### src/rtl/axi4lite_cmd_manager_pkg.sv
`default_nettype none
// ============================================================================
// Module   : axi4lite_cmd_manager_pkg
// Purpose  : Channel FSM state encoding and AXI response codes.
// Revision : 1.0 - initial release
// ============================================================================
package axi4lite_cmd_manager_pkg;

  typedef enum logic [2:0] {
    ST_IDLE  = 3'd0,
    ST_WRITE = 3'd1,
    ST_WRESP = 3'd2,
    ST_READ  = 3'd3,
    ST_RDATA = 3'd4,
    ST_RESP  = 3'd5
  } state_t;

  localparam logic [1:0] c_RESP_OKAY   = 2'b00;
  localparam logic [1:0] c_RESP_EXOKAY = 2'b01;
  localparam logic [1:0] c_RESP_SLVERR = 2'b10;
  localparam logic [1:0] c_RESP_DECERR = 2'b11;

  // States in which the manager is waiting on the subordinate.
  function automatic logic is_wait_state(input state_t s);
    return (s == ST_WRITE) || (s == ST_WRESP) || (s == ST_READ) || (s == ST_RDATA);
  endfunction

endpackage
`default_nettype wire

### src/rtl/axi4lite_cmd_manager_if.sv
`default_nettype none
// ============================================================================
// Module   : axi4lite_cmd_manager_if
// Purpose  : Command/response streams plus AXI4-Lite manager channels.
// Revision : 1.0 - initial release
// ============================================================================
interface axi4lite_cmd_manager_if #(
  parameter int ADDR_WIDTH = 32
);
  logic                  cmd_valid;
  logic                  cmd_ready;
  logic                  cmd_write;
  logic [ADDR_WIDTH-1:0] cmd_addr;
  logic [31:0]           cmd_wdata;
  logic [3:0]            cmd_wstrb;

  logic                  rsp_valid;
  logic                  rsp_ready;
  logic                  rsp_write;
  logic [31:0]           rsp_rdata;
  logic [1:0]            rsp_resp;
  logic                  timeout;

  logic                  m_axi_lite_awvalid;
  logic                  m_axi_lite_awready;
  logic [ADDR_WIDTH-1:0] m_axi_lite_awaddr;
  logic [2:0]            m_axi_lite_awprot;
  logic                  m_axi_lite_wvalid;
  logic                  m_axi_lite_wready;
  logic [31:0]           m_axi_lite_wdata;
  logic [3:0]            m_axi_lite_wstrb;
  logic                  m_axi_lite_bvalid;
  logic                  m_axi_lite_bready;
  logic [1:0]            m_axi_lite_bresp;
  logic                  m_axi_lite_arvalid;
  logic                  m_axi_lite_arready;
  logic [ADDR_WIDTH-1:0] m_axi_lite_araddr;
  logic [2:0]            m_axi_lite_arprot;
  logic                  m_axi_lite_rvalid;
  logic                  m_axi_lite_rready;
  logic [31:0]           m_axi_lite_rdata;
  logic [1:0]            m_axi_lite_rresp;

  modport master (
    input  cmd_valid, cmd_write, cmd_addr, cmd_wdata, cmd_wstrb,
    output cmd_ready,
    output rsp_valid, rsp_write, rsp_rdata, rsp_resp, timeout,
    input  rsp_ready,
    output m_axi_lite_awvalid, m_axi_lite_awaddr, m_axi_lite_awprot,
    input  m_axi_lite_awready,
    output m_axi_lite_wvalid, m_axi_lite_wdata, m_axi_lite_wstrb,
    input  m_axi_lite_wready,
    input  m_axi_lite_bvalid, m_axi_lite_bresp,
    output m_axi_lite_bready,
    output m_axi_lite_arvalid, m_axi_lite_araddr, m_axi_lite_arprot,
    input  m_axi_lite_arready,
    input  m_axi_lite_rvalid, m_axi_lite_rdata, m_axi_lite_rresp,
    output m_axi_lite_rready
  );

  modport slave (
    output cmd_valid, cmd_write, cmd_addr, cmd_wdata, cmd_wstrb,
    input  cmd_ready,
    input  rsp_valid, rsp_write, rsp_rdata, rsp_resp, timeout,
    output rsp_ready,
    input  m_axi_lite_awvalid, m_axi_lite_awaddr, m_axi_lite_awprot,
    output m_axi_lite_awready,
    input  m_axi_lite_wvalid, m_axi_lite_wdata, m_axi_lite_wstrb,
    output m_axi_lite_wready,
    output m_axi_lite_bvalid, m_axi_lite_bresp,
    input  m_axi_lite_bready,
    input  m_axi_lite_arvalid, m_axi_lite_araddr, m_axi_lite_arprot,
    output m_axi_lite_arready,
    output m_axi_lite_rvalid, m_axi_lite_rdata, m_axi_lite_rresp,
    input  m_axi_lite_rready
  );
endinterface
`default_nettype wire

### src/rtl/axi4lite_watchdog.sv
`default_nettype none
// ============================================================================
// Module   : axi4lite_watchdog
// Purpose  : Saturating wait counter with a sticky timeout flag.
// Revision : 1.0 - initial release
// ============================================================================
module axi4lite_watchdog #(
  parameter int unsigned TIMEOUT_CYCLES = 1024
) (
  input  logic clk,
  input  logic rst,
  input  logic i_run,
  output logic o_timeout
);
  localparam logic [31:0] c_LIMIT   = 32'(TIMEOUT_CYCLES);
  localparam logic        c_ENABLED = (TIMEOUT_CYCLES != 0);

  logic [31:0] r_count;
  logic [31:0] w_count_next;
  logic        r_timeout;

  // Leaving the wait states restarts the count for the next transaction.
  always_comb begin
    w_count_next = '0;
    if (i_run && c_ENABLED) begin
      w_count_next = (r_count == c_LIMIT) ? r_count : r_count + 32'd1;
    end
  end

  always_ff @(posedge clk) begin
    if (rst) begin
      r_count   <= '0;
      r_timeout <= 1'b0;
    end else begin
      r_count <= w_count_next;
      if (c_ENABLED && (w_count_next == c_LIMIT)) begin
        r_timeout <= 1'b1;
      end
    end
  end

  assign o_timeout = r_timeout;

endmodule
`default_nettype wire

### src/rtl/axi4lite_cmd_manager.sv
`default_nettype none
// ============================================================================
// Module   : axi4lite_cmd_manager
// Purpose  : Turns a command stream into single-beat AXI4-Lite transactions.
// Revision : 1.0 - initial release
// ============================================================================
module axi4lite_cmd_manager
  import axi4lite_cmd_manager_pkg::*;
#(
  parameter int          ADDR_WIDTH     = 32,
  parameter int unsigned TIMEOUT_CYCLES = 1024
) (
  input  logic                   aclk,
  input  logic                   areset,
  axi4lite_cmd_manager_if.master bus
);
  state_t                r_state;
  state_t                w_next;
  logic                  r_cmd_ready;
  logic [ADDR_WIDTH-1:2] r_addr;
  logic [31:0]           r_wdata;
  logic [3:0]            r_wstrb;
  logic                  r_awvalid;
  logic                  r_wvalid;
  logic                  r_arvalid;
  logic                  r_rsp_write;
  logic [31:0]           r_rsp_rdata;
  logic [1:0]            r_rsp_resp;

  logic w_accept;
  logic w_aw_fire;
  logic w_w_fire;
  logic w_ar_fire;
  logic w_timeout;

  assign w_accept  = bus.cmd_valid && r_cmd_ready;
  assign w_aw_fire = r_awvalid && bus.m_axi_lite_awready;
  assign w_w_fire  = r_wvalid && bus.m_axi_lite_wready;
  assign w_ar_fire = r_arvalid && bus.m_axi_lite_arready;

  always_comb begin
    w_next = r_state;
    case (r_state)
      ST_IDLE:  if (w_accept) w_next = bus.cmd_write ? ST_WRITE : ST_READ;
      // AW and W retire independently; leave once neither is still pending.
      ST_WRITE: if ((!r_awvalid || bus.m_axi_lite_awready) &&
                    (!r_wvalid  || bus.m_axi_lite_wready)) w_next = ST_WRESP;
      ST_WRESP: if (bus.m_axi_lite_bvalid) w_next = ST_RESP;
      ST_READ:  if (w_ar_fire) w_next = ST_RDATA;
      ST_RDATA: if (bus.m_axi_lite_rvalid) w_next = ST_RESP;
      ST_RESP:  if (bus.rsp_ready) w_next = ST_IDLE;
      default:  w_next = ST_IDLE;
    endcase
  end

  always_ff @(posedge aclk) begin
    if (areset) begin
      r_state     <= ST_IDLE;
      r_cmd_ready <= 1'b0;
      r_addr      <= '0;
      r_wdata     <= '0;
      r_wstrb     <= '0;
      r_awvalid   <= 1'b0;
      r_wvalid    <= 1'b0;
      r_arvalid   <= 1'b0;
      r_rsp_write <= 1'b0;
      r_rsp_rdata <= '0;
      r_rsp_resp  <= '0;
    end else begin
      r_state     <= w_next;
      r_cmd_ready <= (w_next == ST_IDLE);
      if (w_accept) begin
        r_addr    <= bus.cmd_addr[ADDR_WIDTH-1:2];
        r_wdata   <= bus.cmd_wdata;
        r_wstrb   <= bus.cmd_wstrb;
        r_awvalid <= bus.cmd_write;
        r_wvalid  <= bus.cmd_write;
        r_arvalid <= !bus.cmd_write;
      end else begin
        if (w_aw_fire) r_awvalid <= 1'b0;
        if (w_w_fire)  r_wvalid  <= 1'b0;
        if (w_ar_fire) r_arvalid <= 1'b0;
      end
      if ((r_state == ST_WRESP) && bus.m_axi_lite_bvalid) begin
        r_rsp_write <= 1'b1;
        r_rsp_rdata <= '0;
        r_rsp_resp  <= bus.m_axi_lite_bresp;
      end
      if ((r_state == ST_RDATA) && bus.m_axi_lite_rvalid) begin
        r_rsp_write <= 1'b0;
        r_rsp_rdata <= bus.m_axi_lite_rdata;
        r_rsp_resp  <= bus.m_axi_lite_rresp;
      end
    end
  end

  axi4lite_watchdog #(
    .TIMEOUT_CYCLES (TIMEOUT_CYCLES)
  ) u_watchdog (
    .clk       (aclk),
    .rst       (areset),
    .i_run     (is_wait_state(r_state)),
    .o_timeout (w_timeout)
  );

  assign bus.cmd_ready          = r_cmd_ready;
  assign bus.rsp_valid          = (r_state == ST_RESP);
  assign bus.rsp_write          = r_rsp_write;
  assign bus.rsp_rdata          = r_rsp_rdata;
  assign bus.rsp_resp           = r_rsp_resp;
  assign bus.timeout            = w_timeout;

  assign bus.m_axi_lite_awvalid = r_awvalid;
  assign bus.m_axi_lite_awaddr  = {r_addr, 2'b00};
  assign bus.m_axi_lite_awprot  = 3'b000;
  assign bus.m_axi_lite_wvalid  = r_wvalid;
  assign bus.m_axi_lite_wdata   = r_wdata;
  assign bus.m_axi_lite_wstrb   = r_wstrb;
  assign bus.m_axi_lite_bready  = (r_state == ST_WRESP);
  assign bus.m_axi_lite_arvalid = r_arvalid;
  assign bus.m_axi_lite_araddr  = {r_addr, 2'b00};
  assign bus.m_axi_lite_arprot  = 3'b000;
  assign bus.m_axi_lite_rready  = (r_state == ST_RDATA);

endmodule
`default_nettype wire

### src/flat_wrapper.sv
// flat-port wrapper written by rule: the top's interface ports become plain ports
module axi4lite_cmd_manager_flat import axi4lite_cmd_manager_pkg::*;
#(
  parameter int          ADDR_WIDTH     = 32,
  parameter int unsigned TIMEOUT_CYCLES = 1024
)
  (aclk, areset, bus_cmd_valid, bus_cmd_write, bus_cmd_addr, bus_cmd_wdata, bus_cmd_wstrb, bus_cmd_ready, bus_rsp_valid, bus_rsp_write, bus_rsp_rdata, bus_rsp_resp, bus_timeout, bus_rsp_ready, bus_m_axi_lite_awvalid, bus_m_axi_lite_awaddr, bus_m_axi_lite_awprot, bus_m_axi_lite_awready, bus_m_axi_lite_wvalid, bus_m_axi_lite_wdata, bus_m_axi_lite_wstrb, bus_m_axi_lite_wready, bus_m_axi_lite_bvalid, bus_m_axi_lite_bresp, bus_m_axi_lite_bready, bus_m_axi_lite_arvalid, bus_m_axi_lite_araddr, bus_m_axi_lite_arprot, bus_m_axi_lite_arready, bus_m_axi_lite_rvalid, bus_m_axi_lite_rdata, bus_m_axi_lite_rresp, bus_m_axi_lite_rready);
  axi4lite_cmd_manager_if #(.ADDR_WIDTH(ADDR_WIDTH)) bus_i ();
  input  logic aclk;
  input  logic areset;
  input wire logic [$bits(bus_i.cmd_valid)-1:0] bus_cmd_valid;
  input wire logic [$bits(bus_i.cmd_write)-1:0] bus_cmd_write;
  input wire logic [$bits(bus_i.cmd_addr)-1:0] bus_cmd_addr;
  input wire logic [$bits(bus_i.cmd_wdata)-1:0] bus_cmd_wdata;
  input wire logic [$bits(bus_i.cmd_wstrb)-1:0] bus_cmd_wstrb;
  output wire logic [$bits(bus_i.cmd_ready)-1:0] bus_cmd_ready;
  output wire logic [$bits(bus_i.rsp_valid)-1:0] bus_rsp_valid;
  output wire logic [$bits(bus_i.rsp_write)-1:0] bus_rsp_write;
  output wire logic [$bits(bus_i.rsp_rdata)-1:0] bus_rsp_rdata;
  output wire logic [$bits(bus_i.rsp_resp)-1:0] bus_rsp_resp;
  output wire logic [$bits(bus_i.timeout)-1:0] bus_timeout;
  input wire logic [$bits(bus_i.rsp_ready)-1:0] bus_rsp_ready;
  output wire logic [$bits(bus_i.m_axi_lite_awvalid)-1:0] bus_m_axi_lite_awvalid;
  output wire logic [$bits(bus_i.m_axi_lite_awaddr)-1:0] bus_m_axi_lite_awaddr;
  output wire logic [$bits(bus_i.m_axi_lite_awprot)-1:0] bus_m_axi_lite_awprot;
  input wire logic [$bits(bus_i.m_axi_lite_awready)-1:0] bus_m_axi_lite_awready;
  output wire logic [$bits(bus_i.m_axi_lite_wvalid)-1:0] bus_m_axi_lite_wvalid;
  output wire logic [$bits(bus_i.m_axi_lite_wdata)-1:0] bus_m_axi_lite_wdata;
  output wire logic [$bits(bus_i.m_axi_lite_wstrb)-1:0] bus_m_axi_lite_wstrb;
  input wire logic [$bits(bus_i.m_axi_lite_wready)-1:0] bus_m_axi_lite_wready;
  input wire logic [$bits(bus_i.m_axi_lite_bvalid)-1:0] bus_m_axi_lite_bvalid;
  input wire logic [$bits(bus_i.m_axi_lite_bresp)-1:0] bus_m_axi_lite_bresp;
  output wire logic [$bits(bus_i.m_axi_lite_bready)-1:0] bus_m_axi_lite_bready;
  output wire logic [$bits(bus_i.m_axi_lite_arvalid)-1:0] bus_m_axi_lite_arvalid;
  output wire logic [$bits(bus_i.m_axi_lite_araddr)-1:0] bus_m_axi_lite_araddr;
  output wire logic [$bits(bus_i.m_axi_lite_arprot)-1:0] bus_m_axi_lite_arprot;
  input wire logic [$bits(bus_i.m_axi_lite_arready)-1:0] bus_m_axi_lite_arready;
  input wire logic [$bits(bus_i.m_axi_lite_rvalid)-1:0] bus_m_axi_lite_rvalid;
  input wire logic [$bits(bus_i.m_axi_lite_rdata)-1:0] bus_m_axi_lite_rdata;
  input wire logic [$bits(bus_i.m_axi_lite_rresp)-1:0] bus_m_axi_lite_rresp;
  output wire logic [$bits(bus_i.m_axi_lite_rready)-1:0] bus_m_axi_lite_rready;
  assign bus_i.cmd_valid = bus_cmd_valid;
  assign bus_i.cmd_write = bus_cmd_write;
  assign bus_i.cmd_addr = bus_cmd_addr;
  assign bus_i.cmd_wdata = bus_cmd_wdata;
  assign bus_i.cmd_wstrb = bus_cmd_wstrb;
  assign bus_cmd_ready = bus_i.cmd_ready;
  assign bus_rsp_valid = bus_i.rsp_valid;
  assign bus_rsp_write = bus_i.rsp_write;
  assign bus_rsp_rdata = bus_i.rsp_rdata;
  assign bus_rsp_resp = bus_i.rsp_resp;
  assign bus_timeout = bus_i.timeout;
  assign bus_i.rsp_ready = bus_rsp_ready;
  assign bus_m_axi_lite_awvalid = bus_i.m_axi_lite_awvalid;
  assign bus_m_axi_lite_awaddr = bus_i.m_axi_lite_awaddr;
  assign bus_m_axi_lite_awprot = bus_i.m_axi_lite_awprot;
  assign bus_i.m_axi_lite_awready = bus_m_axi_lite_awready;
  assign bus_m_axi_lite_wvalid = bus_i.m_axi_lite_wvalid;
  assign bus_m_axi_lite_wdata = bus_i.m_axi_lite_wdata;
  assign bus_m_axi_lite_wstrb = bus_i.m_axi_lite_wstrb;
  assign bus_i.m_axi_lite_wready = bus_m_axi_lite_wready;
  assign bus_i.m_axi_lite_bvalid = bus_m_axi_lite_bvalid;
  assign bus_i.m_axi_lite_bresp = bus_m_axi_lite_bresp;
  assign bus_m_axi_lite_bready = bus_i.m_axi_lite_bready;
  assign bus_m_axi_lite_arvalid = bus_i.m_axi_lite_arvalid;
  assign bus_m_axi_lite_araddr = bus_i.m_axi_lite_araddr;
  assign bus_m_axi_lite_arprot = bus_i.m_axi_lite_arprot;
  assign bus_i.m_axi_lite_arready = bus_m_axi_lite_arready;
  assign bus_i.m_axi_lite_rvalid = bus_m_axi_lite_rvalid;
  assign bus_i.m_axi_lite_rdata = bus_m_axi_lite_rdata;
  assign bus_i.m_axi_lite_rresp = bus_m_axi_lite_rresp;
  assign bus_m_axi_lite_rready = bus_i.m_axi_lite_rready;
  axi4lite_cmd_manager #(.ADDR_WIDTH(ADDR_WIDTH), .TIMEOUT_CYCLES(TIMEOUT_CYCLES)) u_core (.aclk(aclk), .areset(areset), .bus(bus_i));
endmodule
### config.mk
export PLATFORM = sky130hd
export DESIGN_NAME = axi4lite_cmd_manager_flat
export DESIGN_NICKNAME = d
export VERILOG_FILES = /design/src/rtl/axi4lite_cmd_manager_pkg.sv /design/src/rtl/axi4lite_cmd_manager_if.sv /design/src/rtl/axi4lite_watchdog.sv /design/src/rtl/axi4lite_cmd_manager.sv /design/src/flat_wrapper.sv
export SDC_FILE = /design/constraint.sdc
export NUM_CORES = 1
export LEC_CHECK = 0
export CELL_PAD_IN_SITES_DETAIL_PLACEMENT = 0
export CELL_PAD_IN_SITES_GLOBAL_PLACEMENT = 1
export CORE_AREA = 8 8 151 153
export CTS_CLUSTER_DIAMETER = 30
export DETAILED_ROUTE_END_ITERATION = 10
export DIE_AREA = 0 0 159 161
export GPL_ROUTABILITY_DRIVEN = 0
export HOLD_SLACK_MARGIN = 0.15
export PLACE_DENSITY = 0.87
export SLEW_MARGIN = 30
export SYNTH_ARGS = -nofsm -noshare
export SYNTH_HDL_FRONTEND = slang
export SYNTH_SLANG_ARGS = --single-unit
export TNS_END_PERCENT = 5
### constraint.sdc
create_clock -name aclk -period 3.1 [get_ports aclk]
set_input_delay 0.775 -clock aclk [delete_from_list [all_inputs] [get_ports aclk]]
set_output_delay 0.775 -clock aclk [all_outputs]
set_load 0.02 [all_outputs]
==> impl_metrics.tcl <==
set metrics [dict create \
    outcome "completed" \
    r2r-start "u_core.u_watchdog.r_count[0]" \
    ant_nets 0 \
    min_from "u_core.bus.m_axi_lite_wdata[4]" \
    layout-drive-gt1-share 0.0538 \
    chipWidth_um 159 \
    critPathKind "flop to flop" \
    drcViolationCount 0 \
    drt-initial-drc-count 359 \
    cp_top_family "simple AND/OR/NAND/NOR gates" \
    drt-vias-per-instance 4.64 \
    synth_compound_area_frac 0.124 \
    worst_pin_slew_ns 0.574 \
    netSwitchingPower_mw 1.76 \
    cts_resized 0 \
    path_max_fanout 7 \
    ctsRootBufferMaster "clkbuf_16" \
    fp.dieH_um 161 \
    dr.pass1.iters 5 \
    wire_per_inst_um 15.7 \
    dp_hpwl_um 13800 \
    vias 5669 \
    cts.path.max_buffers 2 \
    synthAdderAreaFrac 0.00415 \
    fin_hold_ws_ns 0.454 \
    synth_top_flop_cell "dfxtp_1" \
    synth_xor_area_frac 0.0610 \
    finalHoldViolCount 0 \
    synth_enable_flop_cells 0 \
    design.die.area_mm2 0.0256 \
    core_mm2 0.0206 \
    path_clk_slew_ns 0.06 \
    end_kind "flop" \
    cpMaxStageDelayCell "nor4_4" \
    insertion_delay_ns 0.41 \
    comb_power_share 0.251 \
    static-leakage-power_nw 3.20 \
    post_synth_inst_count 742 \
    area_growth_pct 51.4 \
    synthMuxAreaShare 0.00664 \
    grt_usage 0.145 \
    ys_seq_elements 141 \
    ys_seq_area_frac 0.468 \
    synthSimpleGateAreaFrac 0.246 \
    swShare 0.307 \
    rows 53 \
    cts_inserted_buffers 17 \
    crit_arrival_ns 3.09 \
    diodes 0 \
    worstPathRequired_ns 3.43 \
    synth_cell_types 43 \
    async_flop_share 0 \
    syn-cell-area_mm2 0.00603 \
    portBuffers 250 \
    slowest_delay_ns 0.53 \
    synth_top_family_by_area "simple AND/OR/NAND/NOR gates" \
    syn_area_per_cell_um2 8.13 \
    finClkSkew_ns 0.00754 \
    ir_drop_mv 0.377 \
    cts.hold.buffers_added 0 \
    hp-class "flop to flop" \
    power.density_mw_per_mm2 629 \
    relSlewSlack 0.614 \
    crit_chain "ha_1 -> nand4_1 -> nor4_4 -> xnor2_1 -> nand4_1 -> a2111oi_1 -> nand4_1 -> o31ai_2" \
    grt_pass1_vias 5471 \
    fin_ws_ns 0.341 \
    grt_remaining_overflow 0 \
    top_level_ports 263 \
    clkPwrFrac 0.385 \
    p_int_mw 3.98 \
    cp-start-kind "flop" \
    p_total_mw 5.74 \
    antenna_found_initial 2 \
    setup_violations 0 \
    post-place-ws_ns 0.343 \
    final_nets 1052 \
    wl_um 19200 \
    cpMostUsedCell "nand4_1" \
    fin_crit_ns 2.76 \
    seqPwrFrac 0.364 \
    fmax_ghz 0.362 \
    htree_levels 4 \
    cp_num_buf_inv 0 \
    grt_pass1_wl_um 29900 \
    finalSetupTns_ns 0 \
    grt_setup_unrepaired "no" \
    cts.sinks 141 \
    tritoncts "built" \
    grt_start_max_net_pins 70 \
    cts_setup_buffers 0 \
    maxSlewViolCount 0 \
    fin_crit_sh 0.890 \
    cp-startpoint "u_core.u_watchdog.r_count[0]" \
    maxCapViolations 0 \
    yosys_warnings 0 \
    initial_core_util 0.293 \
    utilization 0.444 \
]
-- registers in the layout, summed over array words and instances (netlist names) --
name / count
u_core.bus.m_axi_lite_wdata: 32
u_core.bus.rsp_rdata: 32
u_core.u_watchdog.r_count: 32
u_core.r_addr: 30
u_core.bus.m_axi_lite_wstrb: 4
u_core.r_state: 3
u_core.bus.rsp_resp: 2
u_core.bus.cmd_ready: 1
u_core.bus.m_axi_lite_arvalid: 1
u_core.bus.m_axi_lite_awvalid: 1
u_core.bus.m_axi_lite_wvalid: 1
u_core.bus.rsp_write: 1
u_core.u_watchdog.o_timeout: 1
-- power by group through the flow --
stage | sequential, mW | combinational [mW] | clock (mW)
finish | 2.09 | 1.44 | 2.21
global route | 2.12 | 1.56 | 2.35
CTS | 2.09 | 1.47 | 2.28
detailed placement | 2.13 | 1.46 | 0
global placement | 2.13 | 1.46 | 0
floorplan | 2.28 | 0.648 | 0
-- final cells by class --
cell class / count / area (um2)
clock buffers: 17 / 425
clock inverters: 14 / 205
fillers: 1999 / 11400
inverters: 7 / 26.3
multi-input cells: 509 / 2710
flip-flops and latches: 141 / 2820
well taps: 275 / 344
repair buffers: 260 / 2600
-- cells by family after synthesis --
group | after synthesis
buf+inv | 101
simple gates | 326
fa+ha+maj | 2
mux | 4
xor+xnor | 42
compound gates | 125
other cells | 1
flops | 141
-- per-stage QoR --
step / cell area (um2) / cells
floorplan: 6070 / 751
global placement: 8500 / 1192
detailed placement: 8500 / 1192
CTS: 9130 / 1223
global route: 9130 / 1223
finish: 9130 / 1223
-- placed cells by master, fill, tap and decap left out, drive strengths merged, types with 6 or more instances in the layout --
master	Yosys	layout
and3	6	6
nor3	14	14
a21oi	76	76
xnor2	24	24
nand2	155	155
and2	6	6
xor2	18	18
inv	7	14
nor2	85	85
buf	55	11
conb	1	10
clkdlybuf4s50	0	249
dfxtp	141	141
nand3	13	13
nor4	12	12
clkbuf	39	17
a22oi	33	33
nand4	18	18
-- synth_stat cells, types with 2 or more instances --
master      n  area (um2)
buf_4      41         308
o31ai_1     2        15.0
nand2b_1    3        18.8
nor4_4      2        42.5
a22oi_1    33         248
o211ai_1    2        15.0
and4_1      4        35.0
o21ai_0     2        10.0
nor3_1     14        70.1
nand3_1    13        65.1
nor2b_1     5        31.3
inv_1       7        26.3
nor4b_1     2        17.5
a31oi_1     4        25.0
and3_1      6        37.5
nor3b_1     2        15.0
nand2_1   155         582
ha_1        2        25.0
dfxtp_1   141        2820
buf_2       6        30.0
clkbuf_1   38         143
and2_1      5        31.3
nand4_1    16         100
mux2i_1     4        40.0
xor2_1     18         158
a21oi_1    76         380
xnor2_1    24         210
nor2_1     85         319
nor4_1      9        56.3
buf_1       8        30.0
-- worst register-to-register path: stages (launching register included) --
cell	delay, ns
dfxtp_1	0.40
ha_1	0.32
nand4_1	0.28
nor4_4	0.53
xnor2_1	0.17
nand4_1	0.11
a2111oi_1	0.52
nand4_1	0.16
o31ai_2	0.18
-- worst paths after layout --
check	to	slack (ns)	cells after the start
max	u_core.u_watchdog.o_timeout	0.34	8
min	u_core.bus.m_axi_lite_wdata[4]	0.45	2
max reg2reg	u_core.u_watchdog.o_timeout	0.34	8
min reg2reg	u_core.bus.m_axi_lite_wdata[4]	0.45	2
-- layer usage --
| metal | share of wire | vias up | routed length, um | track usage |
|---|---|---|---|---|
| met2 | 0.48 | 192 | 9270 | 0.245 |
| met5 | 0.0014 | - | 27 | 0 |
| li1 | - | 2817 | - | - |
| met4 | 0.015 | 4 | 295 | 0.0472 |
| met3 | 0.080 | 23 | 1530 | 0.0578 |
| met1 | 0.42 | 2633 | 8080 | 0.164 |
Power figures use the tool's default switching activity.
==> RTL change 1: new RTL, same settings <==
`ADDR_WIDTH` is set to 32 in 3 places; all go to 24.
--- a/src/rtl/axi4lite_cmd_manager_if.sv
+++ b/src/rtl/axi4lite_cmd_manager_if.sv
@@ -6,5 +6,5 @@
 // ============================================================================
 interface axi4lite_cmd_manager_if #(
-  parameter int ADDR_WIDTH = 32
+  parameter int ADDR_WIDTH = 24
 );
   logic                  cmd_valid;
--- a/src/rtl/axi4lite_cmd_manager.sv
+++ b/src/rtl/axi4lite_cmd_manager.sv
@@ -8,5 +8,5 @@
   import axi4lite_cmd_manager_pkg::*;
 #(
-  parameter int          ADDR_WIDTH     = 32,
+  parameter int          ADDR_WIDTH     = 24,
   parameter int unsigned TIMEOUT_CYCLES = 1024
 ) (
--- a/src/flat_wrapper.sv
+++ b/src/flat_wrapper.sv
@@ -2,5 +2,5 @@
 module axi4lite_cmd_manager_flat import axi4lite_cmd_manager_pkg::*;
 #(
-  parameter int          ADDR_WIDTH     = 32,
+  parameter int          ADDR_WIDTH     = 24,
   parameter int unsigned TIMEOUT_CYCLES = 1024
 )
Ports: changed (resized bus_cmd_addr, bus_m_axi_lite_araddr and bus_m_axi_lite_awaddr); port bits go from 263 to 239. The function was not compared with the original's and may differ.
==> RTL change 1 against the original RTL <==
  * Worst setup slack better by 0.046 ns
  * Routed wire length down 2.4%
  * Critical path depth down 1
  * Cell area down 5.3%
  * Synthesized area down 3.0%
  * Sequential cell count down 8
  * Clock power down 14%
  * Power down 10%
  * Largest cell class is now multi-input gates
==> RTL change 1: results (changes against the original RTL) <==
metric,value,unit,change
Max transition margin,48.06,%,-13 points
vias in the first global route,5460,,-0.20%
Synth top cells by count,"136 x nand2_1, 133 x dfxtp_1, 81 x nor2_1, 71 x a21oi_1, 45 x clkbuf_1",,
CP Max Fanout,10,,+3
skew final,0.01164,ns,+0.004104 ns
yosys warns,0,,unchanged
WHS,0.4520,ns,-0.001682 ns
vias per cell,4.650,,+0.31%
Worst Path Arrival,3.05,ns,-0.04 ns
register area share after synthesis,45.50,%,-1.3 points
Root Driver,clkbuf_16,,
WL/cell,15.76,um,+0.34%
Flop pwr share,38.2,%,+1.8 points
NumNets Final,1010,,-4.0%
global-route wire length before repair,29640,um,-0.92%
share of post-route cells with drive strength above 1,5.902,%,+0.52 points
CTS Buf Count,17,,unchanged
Hold Path End,u_core.bus.m_axi_lite_wdata[6],,
antenna violations before repair,0,,-2
R2R depth,7,,-1
Hold Path Class,register to register,,
Power Combinational,1290,uW,-10%
Worst Setup SP,u_core.u_watchdog.r_count[12],,
gr usage total,14.20,%,-0.26 points
status,finished clean,,
Netlist cell types,53,,+23%
Internal,3492,uW,-12%
Worst VDD drop,0.0004035,V,+7.1%
# fillers,2072,,+3.7%
largest net degree at the start of global routing,100,,+43%
Initial DRC Count,400,,+11%
dpl hpwl,13580,um,-1.8%
P_leak,0.002964,uW,-7.5%
Synth area leaders,"dfxtp_1 45%, nand2_1 8.7%, a21oi_1 6.1%, nor2_1 5.2%, buf_4 4.4%",,
hold path startpoint,u_core.bus.m_axi_lite_wdata[6],,
H-tree levels,4,,unchanged
FF-to-FF setup slack,0.39,ns,+0.05 ns
IO Port Bufs,226,,-9.6%
## RTL change 1: changes by cell type in the layout (fill, tap and decap cells not counted), sizes merged, moves of 7 or more
| cell | change |
|---|---|
| dfxtp | -8 |
| o21ai | +9 |
| or3 | +7 |
| xnor2 | -9 |
| nand2 | -19 |
| clkdlybuf4s50 | -24 |
## RTL change 1: logic make-up after synthesis
family / Yosys count / share of synthesized area (%)
simple gates: 329 / 26.32
buf+inv: 99 / 8.809
other cells: 1 / 0.06408
compound gates: 131 / 13.71
xor+xnor: 30 / 4.490
mux: 4 / 0.6842
flops: 133 / 45.50
fa+ha+maj: 2 / 0.4276
## RTL change 1: per-stage QoR
stage	setup WS (ns)	total power [uW]	cells	cell area [um2]	utilization, %
after detailed placement	0.4265	3304	1158	8089	39.35
after global placement	0.4296	3290	1158	8085	39.33
final	0.3873	5146	1190	8645	42.05
after CTS	0.3598	5221	1190	8645	42.05
after floorplan	0.6858	2719	738	5886	-
after global routing	0.09956	5409	1190	8645	42.05
## RTL change 1: per-layer routing
layer | track usage, % | vias to the layer above | wire length, um | share of wire (%)
met5 | 0 | - | 0 | 0
met4 | 5.961 | 0 | 439 | 2.3
met3 | 5.218 | 26 | 1429 | 7.6
met2 | 23.99 | 170 | 9259 | 49
met1 | 15.95 | 2557 | 7620 | 41
li1 | - | 2780 | - | -
## RTL change 1: critical path, cell delays in order, from the launching register on
cell and delay (ns):
dfxtp_1 0.51, nand3_2 0.28, or3_1 0.50, o21ai_1 0.16, or3b_2 0.44, a2111oi_0 0.47
nand4_1 0.18, o21ai_1 0.10
## RTL change 1: layout make-up
type                            count  area share, %
Timing Repair Buffer              236          27.05
Tap cell                          275          3.980
Sequential cell                   133          30.80
Clock buffer                       18          5.080
Inverter                            8         0.3474
Clock inverter                     14          1.346
Multi-Input combinational cell    506          31.39
==> RTL change 2: new RTL, same settings <==
Made on the original files. Make the reset (`areset` and `rst`) asynchronous in 2 clocked blocks.
--- a/src/rtl/axi4lite_watchdog.sv
+++ b/src/rtl/axi4lite_watchdog.sv
@@ -28,5 +28,5 @@
   end
 
-  always_ff @(posedge clk) begin
+  always_ff @(posedge clk or posedge rst) begin
     if (rst) begin
       r_count   <= '0;
--- a/src/rtl/axi4lite_cmd_manager.sv
+++ b/src/rtl/axi4lite_cmd_manager.sv
@@ -54,5 +54,5 @@
   end
 
-  always_ff @(posedge aclk) begin
+  always_ff @(posedge aclk or posedge areset) begin
     if (areset) begin
       r_state     <= ST_IDLE;
Behaviour: differs if areset is asserted again (counterexample within 4 cycles, from zero or initial values and one cycle with areset high); with areset held inactive, the same outputs for 10 cycles.
==> RTL change 2 against the original RTL <==
  * Cell count down 16%
  * Sequential share of layout area up 6.2 points
  * Sequential cell count unchanged
  * Synthesized area up 5.4%
  * Worst setup slack better by 0.023 ns
  * Cell area up 4.1%
  * Routed wire length down 6.8%
Power is not compared: it rests on default switching activity, and its combinational part moved more than twofold at a synthesized area within 25%.
==> RTL change 2: results (changes against the original RTL) <==
metric,value,unit,change
CTS Buf Count,17,,unchanged
Synth top cells by count,"141 x dfrtp_1, 66 x mux2_2, 40 x buf_4, 36 x nor2_1, 32 x a22o_1",,
skew final,0.01332,ns,+0.005777 ns
Netlist cell types,50,,+16%
IO Port Bufs,250,,unchanged
drt pass-1 iters,4,,-1
vias in the first global route,5171,,-5.5%
antenna violations before repair,0,,-2
largest net degree at the start of global routing,86,,+23%
"Setup Fix Bufs, Post-CTS",0,,unchanged
GR Overflow Total,0,,unchanged
Root Driver,clkbuf_16,,
P_leak,0.003940,uW,
yosys warns,0,,unchanged
Post-CTS Resized,0,,unchanged
Initial DRC Count,257,,-28%
cell count after synthesis,527,,-29%
DR vias,4824,,-15%
Synth async-reset ratio,100.0,%,+100 points
Worst Path Arrival,3.09,ns,about the same
Max clock buf depth,2,,unchanged
H-tree levels,4,,unchanged
Slew @ Worst Pin,0.8726,ns,+0.2982 ns
Worst VDD drop,0.0005939,V,
gr usage total,13.92,%,-0.54 points
WL/cell,17.34,um,+10%
CP Max Fanout,8,,+1
worst skew pair latency,0.42,ns,
dpl hpwl,13190,um,-4.7%
antenna cells,0,,unchanged
clock-pin slew on the worst setup and hold paths,0.06,ns,about the same
global-route wire length before repair,28900,um,-3.4%
CP max stage cell,dfrtp_1,,
CTS Hold Bufs,0,,unchanged
Hold Path Class,register to register,,
Synth area leader,dfrtp_1,,
NumNets Final,860,,-18%
Placed Cells,1000,,-16%
status,finished clean,,
# fillers,1901,,-4.9%
setup TNS,0,ns,unchanged
Crit path largest cell delay,0.46,ns,-0.07 ns
register area share after synthesis,55.49,%,+8.7 points
share of post-route cells with drive strength above 1,16.64,%,+11 points
Synth area leaders,"dfrtp_1 55%, mux2_2 12%, buf_4 4.7%, a22o_1 4.4%, nor2_1 2.1%",,
vias per cell,4.674,,+0.84%
RTL change 2: changes by cell type after synthesis, moves of 9 or more:
cell,change
nor2_1,-49
dfrtp_1,+141
a21oi_1,-65
a22oi_1,-33
dfxtp_1,-141
mux2_2,+66
o21ai_0,+9
clkbuf_1,-17
xnor2_1,-9
a22o_1,+32
nand2_1,-143
RTL change 2: worst max-delay path, delay by kind of cell (launching register included):
kind / cells / cell delay (ns)
xor+xnor: 1 / 0.19
fa+ha+maj: 1 / 0.28
flops: 1 / 0.46
compound gates: 2 / 0.35
simple gates: 4 / 1.39
RTL change 2: area by class of cell:
type / instances / area share (%)
flip-flops and latches: 141 / 37.12
repair buffers: 259 / 27.30
multi-input cells: 314 / 25.01
clock buffers: 20 / 4.910
well taps: 275 / 3.620
clock inverters: 12 / 1.553
inverters: 11 / 0.4739
RTL change 2: path summary, 6_finish.rpt:
kind	startpoint	end	slack, ns	depth (start not counted)
setup / recovery	u_core.u_watchdog.r_count[1]	u_core.u_watchdog.o_timeout	0.36	8
max in group asynchronous	areset	u_core.bus.m_axi_lite_wstrb[1]	1.55	3
setup reg to reg	u_core.u_watchdog.r_count[1]	u_core.u_watchdog.o_timeout	0.36	8
min in group asynchronous	areset	u_core.r_addr[27]	0.67	2
hold / removal	u_core.bus.rsp_rdata[19]	u_core.bus.rsp_rdata[19]	0.50	1
hold reg to reg	u_core.bus.rsp_rdata[19]	u_core.bus.rsp_rdata[19]	0.50	1
RTL change 2: cells by family (layout without fill, tap and decap cells):
family,count (synthesis),in the layout,synth area share [%]
xor+xnor,28,28,3.857
flops,141,141,55.49
other cells,1,10,0.05898
compound gates,72,72,8.461
simple gates,133,133,11.75
mux,69,69,12.16
fa+ha+maj,2,2,0.3935
buf+inv,81,302,7.832
RTL change 2: power breakdown:
group | internal, uW | switching (uW)
clock network | 1270 | 845
logic | 2250 | 2230
registers | 2520 | 459
total | 6050 | 3540
RTL change 2: metrics by stage:
step                area (um2)  setup WS, ns
global placement          8890        0.3581
detailed placement        8890        0.3699
global route              9504        0.1369
finish                    9504        0.3637
CTS                       9504        0.3554
floorplan                 6396        0.5619
RTL change 2: metal layers:
metal	track usage (%)	wire, um	up-vias	share of wire [%]
met5	0	0	-	0
met4	3.859	174	0	0.97
met3	6.821	1854	13	10
met2	22.49	8760	171	49
met1	16.19	7109	2369	40
li1	-	-	2271	-
